## config.mk

```make
export PLATFORM = sky130hd
export DESIGN_NAME = rf_wr_arbiter
export DESIGN_NICKNAME = d
export VERILOG_FILES = /design/src/rtl/rf_wr_arbiter.sv
export SDC_FILE = /design/constraint.sdc
export NUM_CORES = 1
export LEC_CHECK = 0
export ABC_AREA = 1
export CORE_ASPECT_RATIO = 0.8
export CORE_MARGIN = 2
export CORE_UTILIZATION = 43
export DETAILED_ROUTE_END_ITERATION = 8
export HOLD_SLACK_MARGIN = 0.1
export PLACE_DENSITY = 0.84
export REMOVE_ABC_BUFFERS = 1
export SETUP_SLACK_MARGIN = 0.1
export SKIP_CTS_REPAIR_TIMING = 1
export SLEW_MARGIN = 30
export SYNTH_ARGS = -nofsm -noshare
export SYNTH_HDL_FRONTEND = slang
export SYNTH_SLANG_ARGS = --single-unit
```

## constraint.sdc

```tcl
create_clock -name clk -period 2.5 [get_ports clk]
set_input_delay 0.5 -clock clk [delete_from_list [all_inputs] [get_ports clk]]
set_output_delay 0.5 -clock clk [all_outputs]
set_load 0.01 [all_outputs]
```

## src/rtl/rf_wr_arbiter.sv

```systemverilog
// Shares the register-file write port between writeback and the mul/div unit and tracks pending mul/div writes.
// Grant is combinational (0 cycles); scoreboard updates next edge; mul/div is refused at most MAX_WAIT cycles.
module rf_wr_arbiter #(
    parameter int MAX_WAIT = 4
) (
    input  logic        clk,
    input  logic        reset_n,
    input  logic        wb_valid,
    input  logic [4:0]  wb_num,
    input  logic [31:0] wb_data,
    output logic        wb_stall,
    input  logic        mc_valid,
    input  logic [4:0]  mc_num,
    input  logic [31:0] mc_data,
    output logic        mc_ready,
    input  logic        iss_valid,
    input  logic [4:0]  iss_num,
    output logic        iss_ready,
    input  logic [4:0]  rd0_num,
    input  logic [4:0]  rd1_num,
    output logic        rd0_busy,
    output logic        rd1_busy,
    output logic        rf_wr_en,
    output logic [4:0]  rf_wr_num,
    output logic [31:0] rf_wr_data
);

    localparam int AW = $clog2(MAX_WAIT + 1);
    localparam logic [AW-1:0] AGE_MAX = AW'(MAX_WAIT);

    // Bit 0 is never set, so r0 always reads as not pending.
    logic [31:0]   busy_q, busy_d;
    logic [AW-1:0] age_q, age_d;
    logic          wb_req;
    logic          mc_win;

    always_comb begin
        wb_req    = wb_valid && (wb_num != 5'd0);
        mc_win    = mc_valid && (!wb_req || (age_q == AGE_MAX));
        mc_ready  = reset_n && mc_win;
        wb_stall  = reset_n && wb_req && mc_win;
        iss_ready = reset_n && !busy_q[iss_num];
        rd0_busy  = reset_n && busy_q[rd0_num];
        rd1_busy  = reset_n && busy_q[rd1_num];
        if (mc_win) begin
            rf_wr_num  = mc_num;
            rf_wr_data = mc_data;
            rf_wr_en   = reset_n && (mc_num != 5'd0);
        end else begin
            rf_wr_num  = wb_num;
            rf_wr_data = wb_data;
            rf_wr_en   = reset_n && wb_req;
        end
    end

    always_comb begin
        age_d = '0;
        if (mc_valid && !mc_ready) begin
            age_d = (age_q == AGE_MAX) ? age_q : age_q + AW'(1);
        end
        busy_d = busy_q;
        if (mc_ready && (mc_num != 5'd0)) begin
            busy_d[mc_num] = 1'b0;
        end
        // iss_ready is low for a busy register, so this never collides with the clear above.
        if (iss_valid && iss_ready && (iss_num != 5'd0)) begin
            busy_d[iss_num] = 1'b1;
        end
    end

    always_ff @(posedge clk or negedge reset_n) begin
        if (!reset_n) begin
            busy_q <= '0;
            age_q  <= '0;
        end else begin
            busy_q <= busy_d;
            age_q  <= age_d;
        end
    end

endmodule

```

# Word level (Yosys, flattened, before mapping)
# Cells that the tools add are included.
# W data, S select, Z words.
[classes]
addsub = 1
magnitude_cmp = 6
n_eq_ne = 2
mux = 17
bitwise_logic = 3
n_reduce_logical = 22
[ops]
columns = ["operator", "n"]
rows = [
  ["$mux W32", 3],
  ["$and A32 B32 Y32", 1],
  ["$not A32 Y32", 1],
  ["$or A32 B32 Y32", 1],
  ["$lt A5 B6 Y1 const B", 4],
  ["$bmux W1 S5", 3],
  ["$logic_and A1 B1 Y1", 15],
  ["$reduce_bool A5 Y1", 3],
  ["$demux W1 S5", 2],
  ["$ge A5 B1 Y1 const B", 2],
  ["$mux W1", 6],
  ["$mux W3", 2],
  ["$mux W5", 1],
  ["$add A3 B1 Y3 const B", 1],
  ["$eq A3 B3 Y1 const B", 1],
  ["$logic_not A1 Y1", 3],
  ["$ne A2 B2 Y1 const B", 1],
  ["$logic_or A1 B1 Y1", 1],
]
[totals]
regBits = 35
in_bits = 94
wordCells = 53

# Longest topological paths before layout
[depth]
depth_word = 10
depth_mapped = 15
depth_no_buf = 12

# Worst setup path after synthesis
# OpenSTA, ideal clock, no wires.
[synth_timing]
path_kind = "input to output"
start = "input rd0_num[0]"
end = "output rd0_busy"
arrival_time_ns = 1.626
t_required_ns = 2.000
path_slack_ns = 0.374
cell_stages = 9
n_path_buf = 2
path_cell_list = "clkbuf_1 > inv_1 > clkbuf_1 > o21ai_0 > o221ai_1 > nand2_1 > nand3_1 > nand2_1 > nor2_1"
[synth_via]
elab_chain_cells = 3
[synth_lines]
columns = ["item", "line", "text"]
rows = [
  ["start: declaration", "19", "input logic [4:0] rd0_num,"],
  ["$bmux W1 S5", "43", "rd0_busy = reset_n && busy_q[rd0_num];"],
  ["$mux W1 (implied by the code)", "43", ""],
  ["$logic_and A1 B1 Y1", "43", ""],
  ["end: declaration", "21", "output logic rd0_busy,"],
]
# No other way between the ends. The select of a mux whose other input is x is not followed.

# Final worst setup path
[layout_timing]
start = "input wb_valid"
end = "output rf_wr_data[17]"
[layout_via]
elab_chain_cells = 5
[layout_lines]
columns = ["item", "line", "text"]
rows = [
  ["start: declaration", "8", "input logic wb_valid,"],
  ["$logic_and A1 B1 Y1", "38", "wb_req = wb_valid && (wb_num != 5'd0);"],
  ["$logic_not A1 Y1", "39", "mc_win = mc_valid && (!wb_req || (age_q == AGE_MAX));"],
  ["$logic_or A1 B1 Y1", "39", ""],
  ["$logic_and A1 B1 Y1", "39", ""],
  ["$mux W32", "45", "if (mc_win) begin"],
  ["end: declaration", "25", "output logic [31:0] rf_wr_data"],
]
# No other way between the ends.

==> results.md <==
- Relative slew slack: 0.615
- Initial Utilization: 0.450
- Clk root buf: clkbuf_8
- Die Ht: 80.5 µm
- CTS Buf Count: 5
- Tcrit/Tclk final: 0.981
- Top cell by count, worst path: nand2_1
- Final hold slack: 303 ps
- Critical Path Start Type: primary input
- Clk pwr share: 0.226
- DR WL/cell: 17.5 µm
- Pre-antenna DRT Iters: 9
- Final setup violation count: 0
- Failing checks: design-rule violations
- Routability Congestion: 0.960
- Critical path endpoint category: output port
- Detailed Place HPWL: 10,100 µm
- IO Pins: around 140
- Seq/Total Area, Yosys: 0.279
- Setup TNS: 0 ps
- Arr. time, crit path: between 1500 and 2000 ps
- Final instance area: roughly 5400 µm²
- H-tree depth: 2
- Fmax: just over 400 MHz
- Int Pwr: roughly 0.0015 W
- Type of the most critical hold path: primary input to async pin
- Leakage: 3.05 nW
- First-pass GRT wire length: 20,900 µm
- Diode count: 0
- Combinational Power Share: 0.421
- Switch share: 0.381
- Pwr dens: 438 nW/µm²
- Clock Sinks: 35
- Routed WL: 14,300 µm
- Clock Path Buffers: 2
- Chip width: 99.6 µm
- I/O Buffers: 136
- CTS tree: done
- RSZ-0062 raised after global routing: false
- Yosys cell types: 26
- CP top delay family: buffers and inverters
- Global-route usage over all layers: 0.325
- Global route overflow: 0
- Vias/cell: 5.78
- Power consumption: ~0.0024 W
- Clock slew seen by the registers of the worst setup and hold paths: 80 ps
- Dpl cell area: 4950 µm²
- Row count: 27
- Setup Skew: between 5 and 6 ps
- Final Hold Fails: 0
- Slowest stage delay, CP: 500 ps
- Synth warnings: 0
- CP Class: primary input to output port
- Final Critical Period: 2450 ps
- Sw power: 0.000896 W
- Worst slew pin tran: 573 ps
- DR iter-0 viols: roughly 790
- Worst Path Required: 2000 ps
- CP max stage cell: clkdlybuf4s50_1
- Vias in the first global route: 4,423
- Via count: 4,707
- Final Slew Violations: 0
- Initial antenna violation count: 0
- Post-Syn Instances: 544
- Layout Nets: 822
- FF+latch count, synth: 35
- Clock latency on the worst-skew pair: 290 ps
- Post-Syn Area: 3140 µm²
- Critical path cell sequence: clkdlybuf4s50_1, o21ai_2, inv_2, nand2_4, nand2_8, inv_4, clkbuf_16, nand2_1, nand2_1, dlymetal6s2s_1
- Outcome: complete, but fails checks
- Seq pwr share: 0.353
- Most common cell after layout, fill and taps aside: nand2_1
- Final ANT Viol Nets: 0
- Layout cell share with drive strength beyond 1: 0.151
- Syn-to-layout area delta: 70.8%
- Most frequent cells in the layout: nand2_1 (238), clkdlybuf4s50_1 (79), o21ai_0 (58), nand3_1 (57), dlymetal6s2s_1 (48)
- IR drop worst, VDD: about 0.34 mV
- Worst path bufs/invs: 5
- Drt drc: 1
- Max Fanout on Critical Path: 16
- Die Area: 8020 µm²
- Area of the core: 6990 µm²
- Largest net degree at the start of global routing: 34
- Post-route insts no fill: 814
- Dpl cells: 799
- Max-Cap Viols: 0
- Syn avg cell area: 5.78 µm²
==> sequential cells by signal, summed over array words and instances, names as in the netlist <==
| signal | flops |
|---|---|
| age_q | 3 |
| busy_q | 32 |
==> worst paths after layout <==
kind                            startpoint        endpoint  slack, ps  cells past startpoint
min in group clk                 busy_q[0]       busy_q[0]        480                      0
max in group asynchronous          reset_n       busy_q[6]       1840                      2
worst max register to register    age_q[0]      busy_q[11]        330                     11
worst min register to register   busy_q[0]       busy_q[0]        480                      0
worst max-delay path              wb_valid  rf_wr_data[17]         50                     10
worst min-delay path               reset_n        age_q[2]        300                      2
==> kinds of logic after synthesis <==
group,after synthesis,synth area share
simple gates,367,0.481
flops,35,0.279
fa+ha+maj,2,0.00796
xor+xnor,2,0.00557
buf+inv,55,0.0804
compound gates,83,0.146
==> synth_stat cells <==
| cell type | count | share of area |
|---|---|---|
| nand2_1 | 242 | 0.29 |
| o21ai_0 | 60 | 0.096 |
| nand3_1 | 58 | 0.092 |
| nor2_1 | 44 | 0.053 |
| dfrtp_1 | 35 | 0.28 |
| inv_1 | 30 | 0.036 |
| clkbuf_1 | 12 | 0.014 |
| a21oi_1 | 9 | 0.014 |
| nor3_1 | 9 | 0.014 |
| o221ai_1 | 9 | 0.025 |
| nor4_1 | 6 | 0.012 |
| buf_2 | 5 | 0.0080 |
| buf_6 | 5 | 0.018 |
| ha_1 | 2 | 0.0080 |
| inv_2 | 2 | 0.0024 |
| nand2_2 | 2 | 0.0040 |
| nor2_2 | 2 | 0.0040 |
| nor2_4 | 2 | 0.0072 |
| o211ai_1 | 2 | 0.0048 |
| o31ai_1 | 2 | 0.0048 |
| inv_4 | 1 | 0.0020 |
| nand3_2 | 1 | 0.0032 |
| nor3_2 | 1 | 0.0032 |
| o21ai_1 | 1 | 0.0016 |
| xnor2_1 | 1 | 0.0028 |
| xor2_1 | 1 | 0.0028 |
==> final cells by class <==
class	count	area [µm²]
Timing Repair Buffer	197	2040
Sequential cell	35	876
Tap cell	87	109
Clock buffer	5	68.8
Clock inverter	3	46.3
Fill cell	502	1620
Inverter	33	131
Multi-Input combinational cell	454	2100
==> power by group through the flow <==
stage | combinational, W | clock (W) | sequential (W)
2_1_floorplan | 0.000425 | 0 | 0.000757
3_3_place_gp | 0.000894 | 0 | 0.000817
3_5_place_dp | 0.000927 | 0 | 0.000824
4_1_cts | 0.000936 | 0.000524 | 0.000813
5_1_grt | 0.00108 | 0.000550 | 0.000837
6_report | 0.000991 | 0.000531 | 0.000830
==> per-stage QoR <==
step / setup slack, ps / utilization
2_1_floorplan: -551 / -
3_5_place_dp: -564 / 0.708
4_1_cts: -570 / 0.724
6_report: 48.3 / 0.768
5_1_grt: 13.3 / 0.768
3_3_place_gp: -470 / 0.708
==> metal layers <==
metal | vias to the layer above | track usage | wire length (µm)
met3 | 95 | 0.0809 | 1710
met4 | 0 | 0.111 | 677
met2 | 378 | 0.538 | 6520
met1 | 2088 | 0.415 | 5360
li1 | 2146 | - | -
met5 | - | 0 | 0
(Power assumes the default switching activity.)
